### src/rtl/universal_register_pkg.sv
// Shared definitions for the universal register: operation codes and
// small decode helpers used by the top level and by the bench.
package universal_register_pkg;

    localparam int MODE_W    = 3;
    localparam int NUM_MODES = 1 << MODE_W;

    localparam logic [MODE_W-1:0] MODE_HOLD = 3'b000;
    localparam logic [MODE_W-1:0] MODE_LOAD = 3'b001;
    localparam logic [MODE_W-1:0] MODE_SHL  = 3'b010;
    localparam logic [MODE_W-1:0] MODE_SHR  = 3'b011;
    localparam logic [MODE_W-1:0] MODE_ROL  = 3'b100;
    localparam logic [MODE_W-1:0] MODE_ROR  = 3'b101;
    localparam logic [MODE_W-1:0] MODE_INC  = 3'b110;
    localparam logic [MODE_W-1:0] MODE_DEC  = 3'b111;

    // True for the operations that push the MSB out through sout.
    function automatic logic mode_exits_msb(input logic [MODE_W-1:0] mode);
        return (mode == MODE_SHL) || (mode == MODE_ROL);
    endfunction

    // True for the operations that push the LSB out through sout.
    function automatic logic mode_exits_lsb(input logic [MODE_W-1:0] mode);
        return (mode == MODE_SHR) || (mode == MODE_ROR);
    endfunction

endpackage

### src/rtl/ureg_bit.sv
// One bit of the universal register: a flip-flop with a synchronous reset
// value, an enable, and an 8:1 next-state mux indexed by the mode code.
// The caller supplies one candidate next value per mode.
module ureg_bit
    import universal_register_pkg::*;
#(
    parameter logic RST_BIT = 1'b0
) (
    input  logic                 clk,
    input  logic                 rst,
    input  logic                 en,
    input  logic [MODE_W-1:0]    sel,
    input  logic [NUM_MODES-1:0] cand,
    output logic                 q
);

    // Reset wins, otherwise an enabled edge takes the candidate chosen by sel.
    always_ff @(posedge clk) begin
        if (rst) begin
            q <= RST_BIT;
        end else if (en) begin
            q <= cand[sel];
        end
    end

endmodule

### src/rtl/universal_register.sv
// Universal register: hold, parallel load, shift and rotate in both
// directions, and increment/decrement with a registered wrap pulse (tc).
// Per-bit storage lives in ureg_bit; the arithmetic chain and the sout/tc
// flops are kept here so each bit cell stays a plain mux + flop.
module universal_register
    import universal_register_pkg::*;
#(
    parameter int          WIDTH     = 8,
    parameter logic [31:0] RESET_VAL = 32'd0
) (
    input  logic              clk,
    input  logic              rst,
    input  logic              en,
    input  logic [MODE_W-1:0] mode,
    input  logic [WIDTH-1:0]  D,
    input  logic              sin,
    output logic [WIDTH-1:0]  Q,
    output logic [WIDTH-1:0]  Qbar,
    output logic              sout,
    output logic              tc
);

    localparam logic [WIDTH-1:0] RST_Q = RESET_VAL[WIDTH-1:0];

    logic [WIDTH-1:0] shl_val;
    logic [WIDTH-1:0] shr_val;
    logic [WIDTH-1:0] rol_val;
    logic [WIDTH-1:0] ror_val;
    logic [WIDTH-1:0] inc_val;
    logic [WIDTH-1:0] dec_val;
    logic             carry;
    logic             borrow;
    logic             wrap_next;

    // Shift and rotate results are pure rewiring of the current contents.
    assign shl_val = {Q[WIDTH-2:0], sin};
    assign shr_val = {sin, Q[WIDTH-1:1]};
    assign rol_val = {Q[WIDTH-2:0], Q[WIDTH-1]};
    assign ror_val = {Q[0], Q[WIDTH-1:1]};

    // Ripple carry/borrow chain; the carry or borrow falling off the top
    // marks the all-ones or all-zeros wrap that drives tc.
    always_comb begin
        inc_val = '0;
        dec_val = '0;
        carry   = 1'b1;
        borrow  = 1'b1;
        for (int i = 0; i < WIDTH; i++) begin
            inc_val[i] = Q[i] ^ carry;
            dec_val[i] = Q[i] ^ borrow;
            carry      = carry & Q[i];
            borrow     = borrow & ~Q[i];
        end
    end

    // A wrap pulse is produced only by an enabled INC/DEC that overflows.
    always_comb begin
        wrap_next = 1'b0;
        if (en) begin
            if (mode == MODE_INC) begin
                wrap_next = carry;
            end else if (mode == MODE_DEC) begin
                wrap_next = borrow;
            end
        end
    end

    // One bit cell per register bit, each fed its eight candidate values
    // ordered by mode code.
    for (genvar i = 0; i < WIDTH; i++) begin : g_bit
        logic [NUM_MODES-1:0] cand;

        assign cand[MODE_HOLD] = Q[i];
        assign cand[MODE_LOAD] = D[i];
        assign cand[MODE_SHL]  = shl_val[i];
        assign cand[MODE_SHR]  = shr_val[i];
        assign cand[MODE_ROL]  = rol_val[i];
        assign cand[MODE_ROR]  = ror_val[i];
        assign cand[MODE_INC]  = inc_val[i];
        assign cand[MODE_DEC]  = dec_val[i];

        ureg_bit #(
            .RST_BIT (RST_Q[i])
        ) u_bit (
            .clk  (clk),
            .rst  (rst),
            .en   (en),
            .sel  (mode),
            .cand (cand),
            .q    (Q[i])
        );
    end

    // sout captures the bit leaving the register on shifts/rotates and
    // otherwise holds; tc is a one-edge pulse that any other edge clears.
    always_ff @(posedge clk) begin
        if (rst) begin
            sout <= 1'b0;
            tc   <= 1'b0;
        end else begin
            tc <= wrap_next;
            if (en && mode_exits_msb(mode)) begin
                sout <= Q[WIDTH-1];
            end else if (en && mode_exits_lsb(mode)) begin
                sout <= Q[0];
            end
        end
    end

    assign Qbar = ~Q;

endmodule

### config.mk
export PLATFORM = sky130hd
export DESIGN_NAME = universal_register
export DESIGN_NICKNAME = d
export VERILOG_FILES = /design/src/rtl/universal_register_pkg.sv /design/src/rtl/ureg_bit.sv /design/src/rtl/universal_register.sv
export SDC_FILE = /design/constraint.sdc
export NUM_CORES = 1
export LEC_CHECK = 0
export ABC_AREA = 1
export BUFFER_PORTS_ARGS = -buffer_cell sky130_fd_sc_hd__buf_2
export CAP_MARGIN = 20
export CORE_MARGIN = 2
export CORE_UTILIZATION = 50
export DETAILED_ROUTE_END_ITERATION = 6
export MAX_ROUTING_LAYER = met4
export PLACE_DENSITY = 0.85
export RECOVER_POWER = 100
export SYNTH_ARGS = -nofsm -noshare
export SYNTH_HDL_FRONTEND = slang
export SYNTH_HIERARCHICAL = 1
export SYNTH_SLANG_ARGS = --single-unit
### constraint.sdc
create_clock -name clk -period 2.25 [get_ports clk]
set_clock_uncertainty 0.15 [all_clocks]
set_input_delay 0.1125 -clock clk [delete_from_list [all_inputs] [get_ports clk]]
set_output_delay 0.1125 -clock clk [all_outputs]
set_load 0.005 [all_outputs]
; ---- After elaboration in Yosys (flattened, before gate mapping)
; Index checks and enable logic that the tools add are counted.
[op_classes]
bitwise_logic = 38
n_mux = 20
magnitude_cmp = 1
eq_ne = 6
n_reduce_logical = 6
[ops]
columns = op, n
row1 = $bmux W1 S3, 8
row2 = $and A1 B1 Y1, 14
row3 = $xor A1 B1 Y1, 14
row4 = $eq A3 B3 Y1 const B, 4
row5 = $mux W1, 12
row6 = $not A1 Y1, 9
row7 = $not A8 Y8, 1
row8 = $eq A3 B2 Y1 const B, 2
row9 = $lt A3 B4 Y1 const B, 1
row10 = $logic_and A1 B1 Y1, 2
row11 = $logic_or A1 B1 Y1, 2
row12 = $reduce_bool A2 Y1, 1
row13 = $reduce_or A2 Y1, 1
[word_totals]
out_inout_bits = 18
regBits = 10
input_bits = 15
elab_cells = 81

; ---- Logic depth before layout (Yosys ltp)
[logic_depth]
word_depth = 10
depth_mapped = 15
depth_no_buf = 15

; ---- Cells and area by module
; Netlist, hierarchy kept.
[by_module_without_submodules]
columns = module, seq_area_each_um2, cells_each, area_each_um2, n_inst
row1 = ureg_bit, 20.0, 28, 140.1, 8
row2 = universal_register, 40.0, 62, 431.7, 1

; ---- Worst setup path before layout
; OpenSTA, ideal clock, no wires.
[synth_timing]
path_kind = register to register
start = register g_bit[0].u_bit.q
end = register g_bit[7].u_bit.q
t_required_ns = 1.982
path_stages_with_launch = 16
setup_slack_ns = -0.203
n_path_buf = 0
synth_period_minus_slack_ns = 2.453
arrival_ns = 2.185
setup_ns = 0.118
cell_sequence = dfxtp_1 inv_1 ha_1 ha_1 ha_1 ha_1 ha_1 ha_1 ha_1 inv_1 inv_1 nand2_1 nand3_1 nand3_1 nand2_1 a21oi_2
[synth_via]
elab_chain_cells = 10
elab_cells_between_ends = 17
classes_between = mux (2) / bitwise (15)
[synth_lines]
columns = item, line
row1 = "start, declared", ureg_bit.sv:14  ; output logic q
row2 = "start signal, assigned", ureg_bit.sv:22  ; q <= cand[sel];
row3 = $not A1 Y1, -
row4 = via dec_val[0], universal_register.sv:30  ; logic [WIDTH-1:0] dec_val;
row5 = $and A1 B1 Y1 (6 in series), universal_register.sv:52  ; borrow = borrow & ~Q[i];
row6 = $xor A1 B1 Y1, universal_register.sv:50  ; dec_val[i] = Q[i] ^ borrow;
row7 = via dec_val[7], universal_register.sv:30
row8 = $bmux W1 S3, ureg_bit.sv:22
row9 = $mux W1 (implied by the code), ureg_bit.sv:22
row10 = "end signal, assigned", ureg_bit.sv:22
row11 = "end, declared", ureg_bit.sv:14
; The timed path passes the listed nets, and every way through them passes these cells. The select of a mux whose other input is x is not followed.
; A chain may end at the register's enable or synchronous reset.

; ---- Worst setup path after layout
[layout_timing]
start = register g_bit[1].u_bit.q
end = register g_bit[7].u_bit.q
[layout_via]
elab_cells_between_ends = 17
classes_between = mux (2) / bitwise (15)
[layout_lines]
columns = item, line
row1 = "start, declared", ureg_bit.sv:14
row2 = "start signal, assigned", ureg_bit.sv:22
row3 = $and A1 B1 Y1 (6 in series), universal_register.sv:51  ; carry = carry & Q[i];
row4 = $xor A1 B1 Y1, universal_register.sv:49  ; inc_val[i] = Q[i] ^ carry;
row5 = via g_bit[7].cand[6], universal_register.sv:71  ; logic [NUM_MODES-1:0] cand;
row6 = $bmux W1 S3, ureg_bit.sv:22
row7 = $mux W1 (implied by the code), ureg_bit.sv:22
; The timed path passes the listed nets, and every way through them passes these cells. The select of a mux whose other input is x is not followed.

==> results.cfg <==
[run_status]
status = finished with violations
violations = setup timing

[setup_path]
critPathCaptureType = register
cp_cell_sequence = ha_4 > ha_4 > ha_4 > ha_4 > ha_4 > ha_4 > ha_1 > inv_1 > nand2_1 > nand3_2 > nand3_2 > nand2_2 > a21oi_2
crit_type = register to register
reg2regPathDepth = 13
r2r-start = g_bit[1].u_bit/q
r2r-end = g_bit[7].u_bit/q
crit_arrival_ns = 2.34
required_ns = 2.27
rrSetupSlack_ns = -0.06
slowest_delay_ns = 0.38
cp_max_fo = 3
path_common_cell = ha_4
cpMaxStageDelayCell = dfxtp_4
worstSetupStartpointType = register

[floorplanning]
pin_count = 33
initial_core_util_pct = 51.7
die-area_um2 = 3570
die_h_um = 59.7
core_um2 = 3000
dieWidth_um = 59.7
rows = 20

[cts]
cts_buffers = 3
cts-hold-fix-buffers = 0
clockBufferDepth = 2
cts.sinks = 10
cts_tree = built
root_buffer = clkbuf_4
clk_pin_slew_worst_paths_ns = 0.09
clk_latency_ns = 0.28
htree_levels = 1

[timing]
setup_tns_ns = -0.0647
tightest_slew_ns = 0.514
hold_viol_final = 0
setup_viol = 1
finalMaxSlewViolations = 0
fin_ws_ns = -0.0647
worst_hold_slack_ns = 0.0820
max_freq_mhz = 432
slew_headroom_pct = 65.7
fin_crit_ns = 2.31
period_share_pct = 103
rsz0062_at_grt = true

[final_layout]
layout-drive-gt1-share_pct = 25.5
fillers = 269
syn_to_final_growth_pct = 28.8
multiInputGateArea_um2 = 1080
fin_nets = 355
register_area_um2 = 209
antennaDiodeCount = 0
final_util_pct = 66.6

[placement]
gp_congestion = 0.835
io_buffer_count = 32
dp_hpwl_um = 2610

[route]
drt_pass1_iterations = 4
drt-total-wl_um = 4180
vias = 1742
final_antenna_net_count = 0
drc = 0
viasPerCell = 4.87
drtIter0Drc = 98
wl_per_cell_um = 11.7

[synthesis]
ys_seq_area_share_pct = 12.9
synth_nets = 315
synth_most_common_cell = inv_1
synthTopCellsByCount = 93 x inv_1, 80 x nand2_1, 42 x nand3_1
synth_edf_count = 0
synthDistinctLibCells = 12
syn_inst = 286
netlist.top_cell.by_area = inv_1
synth_top_area_share_pct = 22.5
synth_top_flop_cell = dfxtp_1
avgSynthCellArea_um2 = 5.43
synth_area_um2 = 1550
synthTopCellsByArea = inv_1 22%, nand2_1 19%, nand3_1 14%, dfxtp_1 13%, ha_1 11%
ys_seq_elements = 10
ys_async_sr_fraction_pct = 0
ys_warn_count = 6

[hold_path]
min_path_type = input port to register
hp-start = rst
holdPathEnd = sout
whs_path_depth = 4

[global_route]
antenna_found_initial = 0
grt_pass1_wl_um = 6550
grt_pass1_vias = 1542
grt-ovfl-total = 0
grt_max_degree = 28
grt_usage_pct = 25.1

[power_and_ir_drop]
power_density_nw_per_um2 = 377
ir_drop_v = 0.000164
fin_total_pwr_w = 0.000753
p_leak_nw = 1.17

[run]
cap_violations = 0
[per-layer routing]
metal	track usage, %	routed length, um	vias to the layer above	part of all wire (%)
li1	-	-	911	-
met5	-	0	-	0
met4	12.1	165	0	3.9
met3	3.03	141	16	3.4
met1	26.0	1760	773	42
met2	46.3	2110	42	50
[metrics by stage]
step	setup slack (ns)	std cells	cell area [um2]
floorplan	0.00811	286	1580
global placement	-0.0334	353	1810
detailed placement	-0.128	353	1810
CTS	-0.00171	357	1970
global route	-0.107	358	2000
finish	-0.0647	358	2000
[worst max-delay path by stage]
stage / start / endpoint / slack [ns] / cells past startpoint
global route: g_bit[1].u_bit/q / g_bit[7].u_bit/q / -0.11 / 13
CTS: g_bit[0].u_bit/q / g_bit[7].u_bit/q / -0.002 / 13
finish: g_bit[1].u_bit/q / g_bit[7].u_bit/q / -0.06 / 13
detailed placement: g_bit[0].u_bit/q / g_bit[7].u_bit/q / -0.13 / 13
floorplan: g_bit[0].u_bit/q / g_bit[7].u_bit/q / 0.008 / 13
global placement: g_bit[0].u_bit/q / g_bit[7].u_bit/q / -0.03 / 13
[cell families (layout without fill, tap and decap cells)]
group                      count (synthesis)  after routing  synth area share [%]
AOI/OAI and AO/OA                         18             18                  9.35
DFF                                       10             10                  12.9
and+or+nand+nor                          134            134                  37.7
buffers and inverters                    110            149                  28.8
adders and majority gates                 14             14                  11.3
[worst max-delay path: cells and delay by family (launching register included)]
family,cells,cell delay [ns]
compound gates,1,0.04
fa+ha+maj,7,1.26
buf+inv,1,0.06
flops,1,0.38
simple gates,4,0.30
[power breakdown]
group,total (W),internal (W),leakage [nW],switching [W]
Sequential,0.000210,0.000191,0.0844,0.0000193
Clock,0.000143,0.0000643,0.0154,0.0000791
Combinational,0.000399,0.000173,1.07,0.000226
Total,0.000753,0.000428,1.17,0.000325
[state kept, by name, summed over array words and instances, names as in the netlist]
signal	flops
sout	1
tc	1
g_bit.u_bit/q	8
[cell type report]
cell class	count	share of cell area, %
Sequential cell	10	10.5
Clock buffer	3	1.13
Inverter	101	19.2
Tap cell	33	2.07
Timing Repair Buffer	44	12.8
Clock inverter	1	0.188
Multi-Input combinational cell	166	54.2
[timing repair]
action | CTS | global route
endpoints found under the setup margin | 1 | 2
buffers inserted | 0 | 1
pin swaps | 4 | 7
cloned | 0 | 0
resized for setup | 20 | 7
endpoints found under the hold margin | 0 | 0
[placed cells by master (no fill, tap or decap), types with 2 or more instances in the layout]
| master | n |
|---|---|
| a21oi_2 | 8 |
| buf_2 | 29 |
| buf_4 | 10 |
| clkbuf_1 | 4 |
| clkbuf_4 | 3 |
| dfxtp_1 | 7 |
| dfxtp_4 | 2 |
| ha_4 | 13 |
| inv_1 | 89 |
| inv_2 | 10 |
| inv_4 | 2 |
| nand2_1 | 78 |
| nand2_2 | 2 |
| nand3_1 | 40 |
| nand3_2 | 2 |
| nand3b_1 | 8 |
| nor2_1 | 4 |
| o21bai_1 | 9 |
Power figures use the tool's default switching activity.
